File: src/rtl/cla_sub_pipe_pkg.sv
// Shared constants and the per-stage pipeline record for the borrow-lookahead subtractor.
// Stage records are sized for the widest supported operand; narrower instances zero-extend.
package cla_sub_pipe_pkg;

  localparam int SLICE_W = 4;
  localparam int MAX_W   = 64;

  function automatic int nslice(input int width);
    return width / SLICE_W;
  endfunction

  // a_hi/b_hi hold the not-yet-processed operand bits, already shifted down so the
  // next slice always reads bits [SLICE_W-1:0].
  typedef struct packed {
    logic             valid;
    logic [MAX_W-1:0] diff_lo;
    logic [MAX_W-1:0] a_hi;
    logic [MAX_W-1:0] b_hi;
    logic             borrow;
    logic             sa;
    logic             sb;
  } stage_t;

endpackage

File: src/rtl/cla_sub_pipe_4bit.sv
// Combinational 4-bit borrow-lookahead slice: d = a - b - bi, bo = borrow out.
// Every internal borrow is a flat sum of products, so nothing ripples inside the slice.
module cla_sub_4bit
  import cla_sub_pipe_pkg::*;
(
  input  logic [SLICE_W-1:0] a,
  input  logic [SLICE_W-1:0] b,
  input  logic               bi,
  output logic [SLICE_W-1:0] d,
  output logic               bo
);

  logic [SLICE_W-1:0] p;
  logic [SLICE_W-1:0] g;
  logic [SLICE_W:0]   c;

  assign p = ~(a ^ b);
  assign g = ~a & b;

  assign c[0] = bi;
  assign c[1] = g[0] | (p[0] & bi);
  assign c[2] = g[1] | (p[1] & g[0]) | (p[1] & p[0] & bi);
  assign c[3] = g[2] | (p[2] & g[1]) | (p[2] & p[1] & g[0]) | (p[2] & p[1] & p[0] & bi);
  assign c[4] = g[3] | (p[3] & g[2]) | (p[3] & p[2] & g[1]) | (p[3] & p[2] & p[1] & g[0])
              | (p[3] & p[2] & p[1] & p[0] & bi);

  assign d  = a ^ b ^ c[SLICE_W-1:0];
  assign bo = c[SLICE_W];

endmodule

File: src/rtl/cla_sub_pipe.sv
// Pipelined subtractor diff = a - b - bin, one 4-bit borrow-lookahead slice per stage.
// A single global enable stalls the whole pipe when the consumer backpressures a valid result.
module cla_sub_pipe
  import cla_sub_pipe_pkg::*;
#(
  parameter int WIDTH = 16
) (
  input  logic             clk,
  input  logic             rst,
  input  logic             in_valid,
  output logic             in_ready,
  input  logic [WIDTH-1:0] a,
  input  logic [WIDTH-1:0] b,
  input  logic             bin,
  output logic             out_valid,
  input  logic             out_ready,
  output logic [WIDTH-1:0] diff,
  output logic             bout,
  output logic             ovf
);

  localparam int NSLICE = nslice(WIDTH);

  logic               en;
  stage_t             head;
  stage_t             src_arr [NSLICE];
  stage_t             nxt_arr [NSLICE];
  stage_t             stg_q   [NSLICE];
  logic [SLICE_W-1:0] d_arr   [NSLICE];
  logic               bo_arr  [NSLICE];

  // Bubbles enter as all-zero records so an idle pipe drives diff/bout/ovf low.
  always_comb begin
    head = '0;
    if (in_valid) begin
      head.valid  = 1'b1;
      head.a_hi   = MAX_W'(a);
      head.b_hi   = MAX_W'(b);
      head.borrow = bin;
      head.sa     = a[WIDTH-1];
      head.sb     = b[WIDTH-1];
    end
  end

  for (genvar k = 0; k < NSLICE; k++) begin : g_stage
    if (k == 0) begin : g_head
      assign src_arr[k] = head;
    end else begin : g_link
      assign src_arr[k] = stg_q[k-1];
    end

    cla_sub_4bit u_slice (
      .a  (src_arr[k].a_hi[SLICE_W-1:0]),
      .b  (src_arr[k].b_hi[SLICE_W-1:0]),
      .bi (src_arr[k].borrow),
      .d  (d_arr[k]),
      .bo (bo_arr[k])
    );

    assign nxt_arr[k] = '{
      valid:   src_arr[k].valid,
      diff_lo: src_arr[k].diff_lo | (MAX_W'(d_arr[k]) << (SLICE_W * k)),
      a_hi:    src_arr[k].a_hi >> SLICE_W,
      b_hi:    src_arr[k].b_hi >> SLICE_W,
      borrow:  bo_arr[k],
      sa:      src_arr[k].sa,
      sb:      src_arr[k].sb
    };
  end

  always_ff @(posedge clk) begin
    if (rst) begin
      for (int k = 0; k < NSLICE; k++) stg_q[k] <= '0;
    end else if (en) begin
      for (int k = 0; k < NSLICE; k++) stg_q[k] <= nxt_arr[k];
    end
  end

  assign out_valid = stg_q[NSLICE-1].valid;
  assign diff      = stg_q[NSLICE-1].diff_lo[WIDTH-1:0];
  assign bout      = stg_q[NSLICE-1].borrow;
  assign ovf       = (stg_q[NSLICE-1].sa ^ stg_q[NSLICE-1].sb)
                   & (diff[WIDTH-1] ^ stg_q[NSLICE-1].sa);

  assign en       = ~out_valid | out_ready;
  assign in_ready = en;

endmodule

File: config.mk
export PLATFORM = sky130hd
export DESIGN_NAME = cla_sub_pipe
export DESIGN_NICKNAME = d
export VERILOG_FILES = /design/src/rtl/cla_sub_pipe_pkg.sv /design/src/rtl/cla_sub_pipe_4bit.sv /design/src/rtl/cla_sub_pipe.sv
export SDC_FILE = /design/constraint.sdc
export NUM_CORES = 1
export LEC_CHECK = 0
export BUFFER_PORTS_ARGS = -buffer_cell sky130_fd_sc_hd__buf_4
export CELL_PAD_IN_SITES_DETAIL_PLACEMENT = 0
export CELL_PAD_IN_SITES_GLOBAL_PLACEMENT = 1
export CORE_AREA = 8 8 115 117
export CTS_CLUSTER_DIAMETER = 100
export DETAILED_ROUTE_END_ITERATION = 12
export DIE_AREA = 0 0 123 125
export HOLD_SLACK_MARGIN = 0.08
export PLACE_DENSITY = 0.85
export SLEW_MARGIN = 20
export SYNTH_ARGS = -nofsm -noshare
export SYNTH_HDL_FRONTEND = slang
export SYNTH_HIERARCHICAL = 1
export SYNTH_SLANG_ARGS = --single-unit
File: constraint.sdc
create_clock -name clk -period 4.53 [get_ports clk]
set_input_delay 0.453 -clock clk [delete_from_list [all_inputs] [get_ports clk]]
set_output_delay 0.453 -clock clk [all_outputs]
set_load 0.01 [all_outputs]
==> impl_results.rst <==
.. list-table::
   :header-rows: 1

   * - Metric
     - Value
   * - Cell area after technology mapping
     - 5000 µm²
   * - Largest registers ranked by flip-flop count
     - stg_q: 98 flops
   * - Commonest cells after routing, fill and taps aside
     - 98 x sky130_fd_sc_hd__edfxtp_1, 78 x sky130_fd_sc_hd__nor3b_1, 61 x sky130_fd_sc_hd__buf_4
   * - TritonCTS clock tree
     - done
   * - Buffer levels on the longest clock path
     - 2
   * - Final layout net count
     - 453
   * - Area grow syn2layout
     - 12.6%
   * - Endpoint required time on the critical path
     - 4.58 ns
   * - Simple-gate share of the synthesized area
     - 20.6%
   * - Number of pins exceeding their max-slew limit in the final report
     - 0
   * - Worst R2R End
     - stg_q[1][2]
   * - Design area
     - 5630 µm²
   * - Post-synthesis instance total
     - 358
   * - Post-detailed-placement cell area
     - 5330 µm²
   * - Setup WS pre-CTS
     - 2.01 ns
   * - Xor and xnor fraction of the mapped netlist area
     - 1.40%
   * - IO Count
     - 57
   * - Leakage power
     - 2.30 nW
   * - CTS Buf Count
     - 9
   * - Clock-pin transition on the worst setup and hold timing paths
     - 0.07 ns
   * - Final setup violating endpoints
     - 0
   * - Yosys reg bits
     - 98
   * - Wire length of the first global-routing pass
     - 12700 µm
   * - Final period util
     - 49.1%
   * - Crit. End Element
     - register
   * - Worst skew pair latency
     - 0.34 ns
   * - Compound-Gate Fraction of Synth Area
     - 3.75%
   * - Setup crit start kind
     - register
   * - Largest register FFs
     - 98
   * - Remaining DRCs
     - 0
   * - Total vias in the final route
     - 2674
   * - Final wirelength
     - 7590 µm
   * - Netlist cell types
     - 24
   * - Final-layout fill cell count
     - 1030
   * - Worst setup startpoint
     - stg_q[3][187]
   * - Worst-path cell with the longest stage delay
     - sky130_fd_sc_hd__buf_4
   * - Final-layout setup total negative slack
     - 0 ns
   * - Util after Layout
     - 48.5%
   * - Ant. Diodes
     - 0
   * - Die Wd
     - 123 µm
   * - RD Place Congestion
     - 0.771
   * - Proportion of synthesized chip area in sequential cells
     - 58.8%
   * - Worst reg2reg startpoint
     - stg_q[3][187]
   * - Core Rows
     - 40
   * - Adder-Cell Fraction of Synth Area
     - 6.60%
   * - Pre-Repair DR Iteration Count
     - 4
   * - Highest fanout seen on the critical path
     - 60
   * - Sum of net half-perimeters after detailed placement
     - 4980 µm
   * - Detail Route Antenna Nets
     - 0
   * - Hold violation count in the final report
     - 0
   * - Slack of the critical path
     - 2.31 ns
   * - Syn_nets
     - 419
   * - H-tree depth
     - 3
   * - CORE AREA
     - 11600 µm²
   * - Buffers inserted during post-CTS setup optimization
     - 0
   * - R2r setup slk
     - 2.31 ns
   * - Maximum vdd drop
     - 0.158 mV
   * - Critical hold path startpoint
     - a[15]
   * - Number of antenna violations at the first check in global routing
     - 0
   * - DIE AREA
     - 15400 µm²
   * - Category of the most critical setup path
     - register to register
   * - Rel. slew slack
     - 51.6%
   * - Max-cap check violation count
     - 0
   * - Number of design-rule violations left by the first detailed-router iteration
     - 174
   * - Worst Max-Slew Pin Slew
     - 0.727 ns
   * - Maximum number of pins on one net before global-route repair
     - 76
   * - Leading cell type in the layout, fill and taps excluded
     - sky130_fd_sc_hd__edfxtp_1
   * - Layout cells sized above 1
     - 27.2%
   * - Mean cell area of the mapped netlist
     - 14.0 µm²
   * - Register with the most flip-flops
     - stg_q
   * - Slowest cell delay on critical path
     - 0.60 ns
   * - Initial cell density of the core
     - 43.1%
   * - All-Layer GR Usage
     - 10.3%
   * - Minimum clock period
     - 2.22 ns
   * - DR vias/cell
     - 4.92
   * - Portion of netlist area occupied by mux cells
     - 0%
   * - Largest clock skew in the final design
     - 0.00825 ns
   * - Largest family of logic cells by synthesized area
     - simple AND/OR/NAND/NOR gates
   * - Die Y-Extent
     - 125 µm
   * - Clock sink count
     - 98
   * - Number of buffers added to fix hold violations after cts
     - 0
   * - Root buffer cell
     - sky130_fd_sc_hd__clkbuf_16
   * - Maximum operating frequency
     - 449 MHz
   * - Gates resized, CTS repair
     - 0
   * - Yosys warns
     - 6
   * - GRT Residual Overflow
     - 0
   * - Cell chain of the critical path
     - nor2b_4, buf_4, buf_4, nor3b_1
   * - Endpoint of the worst hold-timing path
     - stg_q[0][1]
   * - Number of I/O port buffers
     - 56
   * - PD cells
     - 367 nW/µm²
   * - Status
     - finished, final reports clean
   * - Count of cells along the worst register-to-register path
     - 4
   * - Most repeated library cell on the critical path
     - sky130_fd_sc_hd__buf_4
   * - Drt wl/cell
     - 13.9 µm
   * - Number of global-route vias before repair
     - 2700
   * - Hold depth
     - 2
   * - Unrepaired setup endpoints after global routing
     - no
   * - HP Class
     - input pin to register
   * - Worst EP arrival
     - 2.27 ns
## where the power goes
group	switching (mW)	internal, mW
registers	0.0178	1.06
logic	0.103	0.121
clock network	0.330	0.433
## logic make-up (layout without fill, tap and decap cells)
logic type | count (synthesis) | count (layout)
fa+ha+maj | 24 | 24
compound gates | 29 | 29
simple gates | 132 | 132
xor+xnor | 8 | 8
buf+inv | 67 | 106
flops | 98 | 98
## cell usage after synthesis
cell type | instances | area, µm²
sky130_fd_sc_hd__edfxtp_1 | 98 | 2940
sky130_fd_sc_hd__nor3b_1 | 78 | 586
sky130_fd_sc_hd__inv_1 | 29 | 109
sky130_fd_sc_hd__ha_1 | 20 | 250
sky130_fd_sc_hd__nor3b_2 | 19 | 238
sky130_fd_sc_hd__buf_4 | 17 | 128
sky130_fd_sc_hd__buf_6 | 11 | 124
sky130_fd_sc_hd__a21oi_1 | 10 | 50.1
sky130_fd_sc_hd__and2_2 | 9 | 67.6
sky130_fd_sc_hd__a21o_1 | 8 | 60.1
sky130_fd_sc_hd__nor3_1 | 8 | 40.0
sky130_fd_sc_hd__xor2_1 | 8 | 70.1
sky130_fd_sc_hd__buf_2 | 7 | 35.0
sky130_fd_sc_hd__nand3b_1 | 5 | 37.5
sky130_fd_sc_hd__nor2_1 | 5 | 18.8
sky130_fd_sc_hd__o21ai_0 | 5 | 25.0
sky130_fd_sc_hd__a211o_1 | 4 | 35.0
sky130_fd_sc_hd__fa_1 | 4 | 80.1
sky130_fd_sc_hd__nand3_1 | 4 | 20.0
sky130_fd_sc_hd__nand2b_1 | 3 | 18.8
sky130_fd_sc_hd__a21oi_2 | 2 | 17.5
sky130_fd_sc_hd__buf_12 | 2 | 40.0
sky130_fd_sc_hd__clkbuf_1 | 1 | 3.75
sky130_fd_sc_hd__nor2b_1 | 1 | 6.26
## metal layers
metal / vias to the layer above / global-route usage [%] / share of wire, %
li1: 1346 / - / -
met1: 1268 / 13.7 / 48
met2: 52 / 15.1 / 45
met3: 8 / 3.06 / 5.7
met4: 0 / 4.46 / 1.6
met5: - / 0 / 0
## critical path: cells and delay by family (launching register included)
family | cells | cell delay [ns]
buffers and inverters | 2 | 0.93
flip-flops | 1 | 0.35
AND/OR/NAND/NOR | 2 | 0.63
## how the worst max path moves through the flow
stage	to
2_1_floorplan	stg_q[0][10]
4_1_cts	stg_q[2][66]
5_1_grt	stg_q[1][2]
3_5_place_dp	stg_q[0][10]
3_3_place_gp	stg_q[0][8]
6_report	stg_q[1][2]
## final cells by class
type / instances / area [µm²] / area share [%]
Timing Repair Buffer: 61 / 458 / 8.13
Clock buffer: 9 / 225 / 4.00
Sequential cell: 98 / 2940 / 52.2
Tap cell: 147 / 184 / 3.27
Inverter: 29 / 109 / 1.93
Multi-Input combinational cell: 193 / 1640 / 29.0
Clock inverter: 7 / 78.8 / 1.40
## metrics by stage
stage	std cells	hold WS [ns]	power, mW
4_1_cts	544	0.433	2.08
3_3_place_gp	528	0.583	1.32
3_5_place_dp	528	0.587	1.32
5_1_grt	544	0.448	2.14
2_1_floorplan	358	0.570	1.27
6_report	544	0.438	2.07
Power figures use the tool's default switching activity.
